[src/rtl/pipe_hazard_ctrl_pkg.sv]
// Shared definitions for the pipeline hazard/stall sequencer.
//   state_t : sequencer state (RUN, MEM_WAIT, HALT)
//   REG_ZERO: architectural x0, never a real dependency
//   ctrl_t  : hold/flush/redirect bundle driven into the stage registers
package pipe_ctrl_pkg;

    typedef enum logic [1:0] {
        RUN      = 2'd0,
        MEM_WAIT = 2'd1,
        HALT     = 2'd2
    } state_t;

    localparam logic [4:0] REG_ZERO = 5'd0;

    typedef struct packed {
        logic hold_pc;
        logic hold_ifid;
        logic hold_idex;
        logic hold_exmem;
        logic hold_memwb;
        logic flush_ifid;
        logic flush_idex;
        logic flush_memwb;
        logic pc_redirect;
    } ctrl_t;

endpackage

[src/rtl/pipe_hazard_ctrl_if.sv]
// Pipeline <-> hazard controller bus.
//   master: pipeline side, drives ID/EX/MEM status, receives hold/flush/debug
//   slave : hazard controller side
interface pipe_hazard_ctrl_if #(
    parameter int CNT_W = 32
);
    logic [4:0]       id_rs1;
    logic [4:0]       id_rs2;
    logic             id_use_rs1;
    logic             id_use_rs2;
    logic [4:0]       ex_rd;
    logic             ex_mem_read;
    logic             ex_branch_taken;
    logic             mem_req;
    logic             mem_ready;

    logic             hold_pc;
    logic             hold_ifid;
    logic             hold_idex;
    logic             hold_exmem;
    logic             hold_memwb;
    logic             flush_ifid;
    logic             flush_idex;
    logic             flush_memwb;
    logic             pc_redirect;
    logic             mem_err;
    logic [CNT_W-1:0] stall_cnt;
    logic [CNT_W-1:0] flush_cnt;

    modport master (
        output id_rs1, id_rs2, id_use_rs1, id_use_rs2, ex_rd, ex_mem_read,
               ex_branch_taken, mem_req, mem_ready,
        input  hold_pc, hold_ifid, hold_idex, hold_exmem, hold_memwb,
               flush_ifid, flush_idex, flush_memwb, pc_redirect, mem_err,
               stall_cnt, flush_cnt
    );

    modport slave (
        input  id_rs1, id_rs2, id_use_rs1, id_use_rs2, ex_rd, ex_mem_read,
               ex_branch_taken, mem_req, mem_ready,
        output hold_pc, hold_ifid, hold_idex, hold_exmem, hold_memwb,
               flush_ifid, flush_idex, flush_memwb, pc_redirect, mem_err,
               stall_cnt, flush_cnt
    );
endinterface

[src/rtl/pipe_hazard_ctrl_sat_counter.sv]
// Saturating event counter: counts cycles with inc=1, sticks at all-ones.
//   clk, rst (sync, active-high), inc -> count[CNT_W-1:0]
module sat_counter #(
    parameter int CNT_W = 32
) (
    input  logic             clk,
    input  logic             rst,
    input  logic             inc,
    output logic [CNT_W-1:0] count
);
    always_ff @(posedge clk) begin
        if (rst)
            count <= '0;
        else if (inc && (count != '1))
            count <= count + 1'b1;
    end
endmodule

[src/rtl/pipe_hazard_ctrl.sv]
// Hazard and stall sequencer for the 5-stage pipeline.
//   clk, rst : clock, synchronous active-high reset
//   bus      : slave side of pipe_hazard_ctrl_if (hazard inputs in,
//              hold/flush/redirect controls, mem_err and debug counters out)
// Controls are Mealy: halt > memory wait > taken branch > load-use.
module pipe_hazard_ctrl
    import pipe_ctrl_pkg::*;
#(
    parameter int WAIT_MAX = 16,
    parameter int CNT_W    = 32
) (
    input  logic               clk,
    input  logic               rst,
    pipe_hazard_ctrl_if.slave  bus
);
    localparam int WAIT_W = $clog2(WAIT_MAX + 1);

    state_t            state, state_nxt;
    logic [WAIT_W-1:0] wait_cnt, wait_nxt;
    logic              err_set;
    logic              mem_wait, load_use;
    ctrl_t             ctrl;

    assign mem_wait = bus.mem_req & ~bus.mem_ready;
    assign load_use = bus.ex_mem_read & (bus.ex_rd != REG_ZERO) &
                      ((bus.id_use_rs1 & (bus.id_rs1 == bus.ex_rd)) |
                       (bus.id_use_rs2 & (bus.id_rs2 == bus.ex_rd)));

    always_ff @(posedge clk) begin
        if (rst) begin
            state       <= RUN;
            wait_cnt    <= '0;
            bus.mem_err <= 1'b0;
        end else begin
            state       <= state_nxt;
            wait_cnt    <= wait_nxt;
            if (err_set)
                bus.mem_err <= 1'b1;
        end
    end

    always_comb begin
        state_nxt = state;
        wait_nxt  = wait_cnt;
        err_set   = 1'b0;
        case (state)
            RUN: begin
                if (mem_wait) begin
                    state_nxt = MEM_WAIT;
                    wait_nxt  = WAIT_W'(1);
                end
            end
            MEM_WAIT: begin
                if (bus.mem_ready) begin
                    state_nxt = RUN;
                    wait_nxt  = '0;
                end else if (mem_wait && (wait_cnt == WAIT_W'(WAIT_MAX))) begin
                    state_nxt = HALT;
                    err_set   = 1'b1;
                end else if (wait_cnt != WAIT_W'(WAIT_MAX)) begin
                    // capped so a dropped mem_req cannot run past the compare
                    wait_nxt  = wait_cnt + 1'b1;
                end
            end
            HALT:    state_nxt = HALT;
            default: state_nxt = RUN;
        endcase
    end

    always_comb begin
        ctrl = '0;
        if (rst) begin
            ctrl = '0;
        end else if (state == HALT) begin
            ctrl.hold_pc     = 1'b1;
            ctrl.hold_ifid   = 1'b1;
            ctrl.hold_idex   = 1'b1;
            ctrl.hold_exmem  = 1'b1;
            ctrl.hold_memwb  = 1'b1;
            ctrl.flush_memwb = 1'b1;
        end else if (mem_wait) begin
            // freeze everything upstream of MEM; WB takes a bubble
            ctrl.hold_pc     = 1'b1;
            ctrl.hold_ifid   = 1'b1;
            ctrl.hold_idex   = 1'b1;
            ctrl.hold_exmem  = 1'b1;
            ctrl.flush_memwb = 1'b1;
        end else if (bus.ex_branch_taken) begin
            // a concurrent load-use belongs to a wrong-path instruction
            ctrl.pc_redirect = 1'b1;
            ctrl.flush_ifid  = 1'b1;
            ctrl.flush_idex  = 1'b1;
        end else if (load_use) begin
            ctrl.hold_pc     = 1'b1;
            ctrl.hold_ifid   = 1'b1;
            ctrl.flush_idex  = 1'b1;
        end
    end

    assign bus.hold_pc     = ctrl.hold_pc;
    assign bus.hold_ifid   = ctrl.hold_ifid;
    assign bus.hold_idex   = ctrl.hold_idex;
    assign bus.hold_exmem  = ctrl.hold_exmem;
    assign bus.hold_memwb  = ctrl.hold_memwb;
    assign bus.flush_ifid  = ctrl.flush_ifid;
    assign bus.flush_idex  = ctrl.flush_idex;
    assign bus.flush_memwb = ctrl.flush_memwb;
    assign bus.pc_redirect = ctrl.pc_redirect;

    sat_counter #(.CNT_W(CNT_W)) u_stall_cnt (
        .clk   (clk),
        .rst   (rst),
        .inc   (ctrl.hold_pc),
        .count (bus.stall_cnt)
    );

    sat_counter #(.CNT_W(CNT_W)) u_flush_cnt (
        .clk   (clk),
        .rst   (rst),
        .inc   (ctrl.flush_ifid | ctrl.flush_idex),
        .count (bus.flush_cnt)
    );
endmodule

[src/flat_wrapper.sv]
// flat-port wrapper written by rule: the top's interface ports become plain ports
module pipe_hazard_ctrl_flat import pipe_ctrl_pkg::*;
#(
    parameter int WAIT_MAX = 16,
    parameter int CNT_W    = 32
)
  (clk, rst, bus_id_rs1, bus_id_rs2, bus_id_use_rs1, bus_id_use_rs2, bus_ex_rd, bus_ex_mem_read, bus_ex_branch_taken, bus_mem_req, bus_mem_ready, bus_hold_pc, bus_hold_ifid, bus_hold_idex, bus_hold_exmem, bus_hold_memwb, bus_flush_ifid, bus_flush_idex, bus_flush_memwb, bus_pc_redirect, bus_mem_err, bus_stall_cnt, bus_flush_cnt);
  pipe_hazard_ctrl_if #(.CNT_W(CNT_W)) bus_i ();
  input  logic clk;
  input  logic rst;
  input wire logic [$bits(bus_i.id_rs1)-1:0] bus_id_rs1;
  input wire logic [$bits(bus_i.id_rs2)-1:0] bus_id_rs2;
  input wire logic [$bits(bus_i.id_use_rs1)-1:0] bus_id_use_rs1;
  input wire logic [$bits(bus_i.id_use_rs2)-1:0] bus_id_use_rs2;
  input wire logic [$bits(bus_i.ex_rd)-1:0] bus_ex_rd;
  input wire logic [$bits(bus_i.ex_mem_read)-1:0] bus_ex_mem_read;
  input wire logic [$bits(bus_i.ex_branch_taken)-1:0] bus_ex_branch_taken;
  input wire logic [$bits(bus_i.mem_req)-1:0] bus_mem_req;
  input wire logic [$bits(bus_i.mem_ready)-1:0] bus_mem_ready;
  output wire logic [$bits(bus_i.hold_pc)-1:0] bus_hold_pc;
  output wire logic [$bits(bus_i.hold_ifid)-1:0] bus_hold_ifid;
  output wire logic [$bits(bus_i.hold_idex)-1:0] bus_hold_idex;
  output wire logic [$bits(bus_i.hold_exmem)-1:0] bus_hold_exmem;
  output wire logic [$bits(bus_i.hold_memwb)-1:0] bus_hold_memwb;
  output wire logic [$bits(bus_i.flush_ifid)-1:0] bus_flush_ifid;
  output wire logic [$bits(bus_i.flush_idex)-1:0] bus_flush_idex;
  output wire logic [$bits(bus_i.flush_memwb)-1:0] bus_flush_memwb;
  output wire logic [$bits(bus_i.pc_redirect)-1:0] bus_pc_redirect;
  output wire logic [$bits(bus_i.mem_err)-1:0] bus_mem_err;
  output wire logic [$bits(bus_i.stall_cnt)-1:0] bus_stall_cnt;
  output wire logic [$bits(bus_i.flush_cnt)-1:0] bus_flush_cnt;
  assign bus_i.id_rs1 = bus_id_rs1;
  assign bus_i.id_rs2 = bus_id_rs2;
  assign bus_i.id_use_rs1 = bus_id_use_rs1;
  assign bus_i.id_use_rs2 = bus_id_use_rs2;
  assign bus_i.ex_rd = bus_ex_rd;
  assign bus_i.ex_mem_read = bus_ex_mem_read;
  assign bus_i.ex_branch_taken = bus_ex_branch_taken;
  assign bus_i.mem_req = bus_mem_req;
  assign bus_i.mem_ready = bus_mem_ready;
  assign bus_hold_pc = bus_i.hold_pc;
  assign bus_hold_ifid = bus_i.hold_ifid;
  assign bus_hold_idex = bus_i.hold_idex;
  assign bus_hold_exmem = bus_i.hold_exmem;
  assign bus_hold_memwb = bus_i.hold_memwb;
  assign bus_flush_ifid = bus_i.flush_ifid;
  assign bus_flush_idex = bus_i.flush_idex;
  assign bus_flush_memwb = bus_i.flush_memwb;
  assign bus_pc_redirect = bus_i.pc_redirect;
  assign bus_mem_err = bus_i.mem_err;
  assign bus_stall_cnt = bus_i.stall_cnt;
  assign bus_flush_cnt = bus_i.flush_cnt;
  pipe_hazard_ctrl #(.WAIT_MAX(WAIT_MAX), .CNT_W(CNT_W)) u_core (.clk(clk), .rst(rst), .bus(bus_i));
endmodule
[config.mk]
export PLATFORM = sky130hd
export DESIGN_NAME = pipe_hazard_ctrl_flat
export DESIGN_NICKNAME = d
export VERILOG_FILES = /design/src/rtl/pipe_hazard_ctrl_pkg.sv /design/src/rtl/pipe_hazard_ctrl_if.sv /design/src/rtl/pipe_hazard_ctrl_sat_counter.sv /design/src/rtl/pipe_hazard_ctrl.sv /design/src/flat_wrapper.sv
export SDC_FILE = /design/constraint.sdc
export NUM_CORES = 1
export LEC_CHECK = 0
export CAP_MARGIN = 10
export CORE_ASPECT_RATIO = 0.75
export CORE_MARGIN = 4
export CORE_UTILIZATION = 50
export CTS_CLUSTER_SIZE = 30
export DETAILED_ROUTE_END_ITERATION = 10
export GPL_TIMING_DRIVEN = 0
export PLACE_DENSITY = 0.81
export SLEW_MARGIN = 20
export SYNTH_ARGS = -nofsm -noshare
export SYNTH_HDL_FRONTEND = slang
export SYNTH_HIERARCHICAL = 1
export SYNTH_SLANG_ARGS = --single-unit
[constraint.sdc]
create_clock -name clk -period 3.9 [get_ports clk]
set_input_delay 1.17 -clock clk [delete_from_list [all_inputs] [get_ports clk]]
set_output_delay 1.17 -clock clk [all_outputs]
set_load 0.05 [all_outputs]
# [Word level (Yosys, flattened, before mapping)]
# Index checks and enable logic that the tools add are counted.
[word_totals] ff_bits=72 latch_bits=0 ram_bits=0 rom_bits=0 input_bits=23 output_inout_bits=74 elab_cells=64 n_memories=0
[classes] add_sub_neg=3 n_mul=0 n_div=0 n_lt_le_gt_ge=0 n_eq_ne=12 shifts=0 mux=28 bitwise=8 n_reduce_logical=8
[op_table] op="32-bit by 1-bit adder with 32-bit output (second input constant)" n=2
[op_table] op="32-bit inequality test (second input constant)" n=2
[op_table] op="5-bit 2-to-1 mux" n=4
[op_table] op="2-bit 2-to-1 mux" n=9
[op_table] op="1-bit 2-to-1 mux" n=11
[op_table] op="5-bit == test" n=2
[op_table] op="5-bit one-hot mux with 2 select lines" n=1
[op_table] op="9-bit 2-to-1 mux" n=1
[op_table] op="3-bit by 2-bit inequality test with 1-bit output (second input constant)" n=2
[op_table] op="2-bit one-hot mux with 3 select lines" n=1
[op_table] op="5-bit by 1-bit adder with 5-bit output (second input constant)" n=1
[op_table] op="1-bit AND" n=5
[op_table] op="5-bit == test (second input constant)" n=1
[op_table] op="5-bit inequality test (second input constant)" n=1
[op_table] op="5-bit nonzero test" n=1
[op_table] op="4-bit 2-to-1 mux" n=1
[op_table] op="4-bit AND reduction" n=1
[op_table] op="1-bit logical AND" n=3
[op_table] op="3-bit inequality test (second input constant)" n=1
[op_table] op="2-bit by 1-bit == test with 1-bit output (second input constant)" n=1
[op_table] op="2-bit == test (second input constant)" n=1
[op_table] op="2-bit zero test" n=1
[op_table] op="2-bit by 1-bit inequality test with 1-bit output (second input constant)" n=1
[op_table] op="1-bit bitwise OR" n=2
[op_table] op="other kinds (3)" n=3

# [Longest topological paths before layout]
[logic_depth] word_depth=11 depth_mapped=9 depth_no_buf=9

# [By module]
# Netlist, hierarchy kept.
[modules_own_cells] module="sat_counter" n_inst=2 cells_each=199 area_each_um2=1674.1 seq_area_each_um2=640.6
[modules_own_cells] module="pipe_hazard_ctrl" n_inst=1 cells_each=83 area_each_um2=649.4 seq_area_each_um2=160.2

# [Least setup slack after synthesis]
# No wires, ideal clock.
[synth_path] path_type="input -> register" from="in bus_ex_rd[3]" to="reg u_core.u_stall_cnt.count[31]" arrival_time_ns=4.459 required_ns=3.779 slack_ns=-0.680 cell_stages=9 path_buffers=0 path_cell_list="xor2_1 -> nor4_1 -> a32oi_1 -> o22ai_1 -> nand4_1 -> nor4_2 -> nand4_1 -> nor4_1 -> mux2_2"
[synth_between] elab_chain_cells=10 word_cells_on_any_way=14 cone_classes="eq/ne: 2; mux: 5; bitwise: 5; reduce/logical: 2"
[synth_rtl] item="start: declaration" line_no="flat_wrapper.sv:15" text="input wire logic [$bits(bus_i.ex_rd)-1:0] bus_ex_rd;"
[synth_rtl] item="5-bit == test, on equally long branches" line_no="pipe_hazard_ctrl.sv:26, pipe_hazard_ctrl.sv:27"
[synth_rtl] item="1-bit AND, on equally long branches" line_no="pipe_hazard_ctrl.sv:26, pipe_hazard_ctrl.sv:27"
[synth_rtl] item="1-bit bitwise OR" line_no="pipe_hazard_ctrl.sv:26" text="((bus.id_use_rs1 & (bus.id_rs1 == bus.ex_rd)) |"
[synth_rtl] item="1-bit AND (*)" line_no="pipe_hazard_ctrl.sv:25" text="assign load_use = bus.ex_mem_read & (bus.ex_rd != REG_ZERO) &"
[synth_rtl] item="2-bit 2-to-1 mux (*)" line_no="pipe_hazard_ctrl.sv:93" text="end else if (load_use) begin"
[synth_rtl] item="2-bit 2-to-1 mux (*)" line_no="pipe_hazard_ctrl.sv:88" text="end else if (bus.ex_branch_taken) begin"
[synth_rtl] item="2-bit 2-to-1 mux (*)" line_no="pipe_hazard_ctrl.sv:81" text="end else if (mem_wait) begin"
[synth_rtl] item="4-bit 2-to-1 mux (*)" line_no="pipe_hazard_ctrl.sv:74" text="end else if (state == HALT) begin"
[synth_rtl] item="9-bit 2-to-1 mux (*)" line_no="pipe_hazard_ctrl.sv:72" text="if (rst) begin"
[synth_rtl] item="1-bit logical AND (*)" line_no="pipe_hazard_ctrl_sat_counter.sv:14" text="else if (inc && (count != '1))"
[synth_rtl] item="end signal: assignment" line_no="pipe_hazard_ctrl_sat_counter.sv:15" text="count <= count + 1'b1;"
[synth_rtl] item="end: declaration" line_no="pipe_hazard_ctrl_sat_counter.sv:9" text="output logic [CNT_W-1:0] count"
# Mark *: on every way between the ends. The rest lies on a longest branch, timed or not.
# A chain may end at the register's enable or synchronous reset.

# [Final worst setup path]
[layout_path] from="in rst" to="out bus_hold_ifid"
[layout_between] elab_chain_cells=1
[layout_rtl] item="start: declaration" line_no="flat_wrapper.sv:10" text="input logic rst;"
[layout_rtl] item="9-bit 2-to-1 mux" line_no="pipe_hazard_ctrl.sv:72"
[layout_rtl] item="end: declaration" line_no="flat_wrapper.sv:21" text="output wire logic [$bits(bus_i.hold_ifid)-1:0] bus_hold_ifid;"
# Every way passes these cells.

==> impl_metrics.json <==
{
  "status": "complete, no violations",
  "die_area_um2": 9500,
  "synth.avg_cell_area_um2": 8.31,
  "wl_per_cell_um": 17.7,
  "first_pass_iters": 6,
  "area_growth_pct": 38.0,
  "drc": 0,
  "fin_crit_sh_pct": 99.8,
  "cp.arrival_ns": 2.72,
  "synth_edf_count": 0,
  "nets": 628,
  "path_class": "input pin to primary output",
  "p_per_area_nw_per_um2": 281,
  "postRouteAntennaNets": 0,
  "core.rowCount": 27,
  "drtIter0Drc": 427,
  "routed_wl_mm": 12.5,
  "reg2reg_slack_ns": 0.84,
  "ir_drop_v": 0.000274,
  "reg2reg_from": "u_core/state[0]",
  "synth_top_area_share_pct": 36.1,
  "port_buffers": 96,
  "synth-seq-cells": 72,
  "ff2ff_path_depth": 11,
  "critPathCaptureType": "primary output",
  "hold_path.class": "register to register",
  "clk_pin_slew_ns": 0.07,
  "dieHeight_um": 85.4,
  "vias": 4427,
  "synthArstFlopShare_pct": 0,
  "cts_buffers": 9,
  "synth.cell_area_um2": 4000,
  "fin_cells": 708,
  "dieWidth_um": 111,
  "overflow": 0,
  "fill_cells": 613,
  "dp.final_hpwl_mm": 9.11,
  "p_leak_nw": 1.82,
  "clock_latency_ns": 0.36,
  "setup_viol": 0,
  "antenna_found_initial": 0,
  "cp_max_fo": 10,
  "pre_cts_slack_ns": -0.922,
  "gp_congestion": 0.915,
  "grt_usage_pct": 25.2,
  "min_from": "u_core/bus.mem_err",
  "grt_pass1_wl_mm": 19.7,
  "maxCapViolCount": 0,
  "ys_top_cells_by_area": "dfxtp_1 36%, a21oi_1 6.4%, or4_1 4.7%, o31ai_1 4.5%, nand3_1 3.6%",
  "drive_gt1_share_pct": 13.4,
  "syn_nets": 508,
  "grt_setup_unrepaired": "yes",
  "cts_sinks": 72,
  "design_area_um2": 5520,
  "skew_ns": 0.0134,
  "cts_buffer_depth": 2,
  "critPathRequiredTime_ns": 2.73,
  "cts-root-buf": "clkbuf_8",
  "yosys_warnings": 6,
  "max_freq_ghz": 0.257,
  "cts_tree": "done",
  "slew_headroom_pct": 58.7,
  "p_total_mw": 1.55,
  "placed_cell_area_um2": 5110,
  "layout_setup_ws_ns": 0.00876,
  "cts_max_level": 3,
  "tightest_slew_ns": 0.620,
  "hold_buffers": 0,
  "coreArea_um2": 7570,
  "syn_inst": 481,
  "routed_via_density": 6.25,
  "rr_endpoint": "u_core/u_flush_cnt/count[31]",
  "hold_path_end": "u_core/bus.mem_err",
  "min_period_ns": 3.89,
  "ys.flop_type": "dfxtp_1",
  "ys_types": 53,
  "whs_path_depth": 2,
  "post-synth-top-count-cell": "dfxtp_1",
  "dp.cells": 678,
  "grt_max_degree": 13,
  "fin_hold_ws_ns": 0.460,
  "grt_pass1_vias": 4058,
  "start_util_pct": 52.8,
  "ys_seq_area_share_pct": 36.1,
  "yosys.area.top_type": "dfxtp_1",
  "synthTopCellsByCount": "72 x dfxtp_1, 51 x a21oi_1, 37 x nor2_1",
  "finalHoldViolCount": 0,
  "critPathLaunchType": "input pin",
  "timing.final.max_slew_violations": 0,
  "floorplan.io_pins": 97
}
==> how the worst max path moves through the flow <==
stage                  startpoint                           end  slack, ns  cells after the start
finish                        rst                 bus_hold_ifid      0.009                      8
global placement     bus_ex_rd[3]                   bus_hold_pc      -0.89                      7
floorplan            bus_ex_rd[3]  u_core/u_stall_cnt/count[31]       0.02                      9
global route                  rst  u_core/u_stall_cnt/count[25]      -0.04                     14
detailed placement   bus_ex_rd[2]                   bus_hold_pc      -0.92                      7
CTS                 bus_id_rs1[2]                 bus_hold_ifid     -0.007                      7
==> sequential cells by signal (all words and copies together), names as in the netlist <==
name                      count
u_core/state                  2
u_core/u_stall_cnt/count     32
u_core/u_flush_cnt/count     32
u_core/wait_cnt               5
u_core/bus.mem_err            1
==> cells in the final DEF (no fill, tap or decap), drive strengths merged, types with 14 or more instances in the layout <==
cell	netlist	layout
clkdlybuf4s50	0	74
a21oi	51	51
nand4	20	20
nand3	31	31
xnor2	14	14
or3	22	22
nand2	23	23
buf	10	28
o31ai	24	24
dfxtp	72	72
or4	25	25
nor2	37	37
clkbuf	17	31
o21ai	19	19
==> final cells by class <==
| type | instances | area [um^2] | share of cell area (%) |
|---|---|---|---|
| plain buffers | 27 | 129 | 2.34 |
| multi-input cells | 372 | 2500 | 45.3 |
| diodes | 1 | 2.50 | 0.0454 |
| repair buffers | 109 | 1060 | 19.2 |
| flip-flops and latches | 72 | 1440 | 26.1 |
| inverters | 10 | 38.8 | 0.703 |
| clock buffers | 11 | 141 | 2.56 |
| clock inverters | 5 | 80.1 | 1.45 |
| well taps | 101 | 126 | 2.29 |
==> critical path, stage by stage <==
cell	delay, ns
clkdlybuf4s50_1	0.59
buf_2	0.27
nor2_1	0.07
nand3_1	0.13
o22ai_4	0.10
buf_6	0.14
buf_4	0.12
buf_8	0.14
==> metrics by stage <==
step	utilization (%)	setup TNS, ns
floorplan	-	0
global placement	67.6	-15.04
detailed placement	67.6	-17.71
CTS	71.8	-0.00666
global route	72.9	-0.104
finish	72.9	0
==> kinds of logic after synthesis <==
| group | Yosys count | synth area share [%] |
|---|---|---|
| multiplexers | 7 | 1.88 |
| AND/OR/NAND/NOR | 219 | 32.4 |
| adder cells (fa/ha/maj) | 4 | 1.25 |
| AO/OA/AOI/OAI | 116 | 18.7 |
| XOR/XNOR | 26 | 5.70 |
| flip-flops | 72 | 36.1 |
| buffers and inverters | 37 | 4.07 |
==> where the power goes <==
part / internal [mW] / leakage, nW / switching [mW]
Sequential: 0.739 / 0.580 / 0.00655
Combinational: 0.0558 / 1.14 / 0.0762
Clock: 0.377 / 0.106 / 0.296
Total: 1.17 / 1.82 / 0.379
==> per-layer routing <==
layer	track usage [%]	vias to the layer above	wire (um)
met2	40.8	252	5680
met5	0	-	0
met4	6.08	0	97
met1	33.0	2087	5500
met3	7.70	16	1260
li1	-	2072	-
==> what timing repair did <==
action                                  4_1_cts  5_1_grt
resized for setup                            51       27
setup buffers                                 8        5
endpoints found under the setup margin       23       17
pin swaps                                     7        9
No activity file was read; power rests on OpenSTA's default activity.
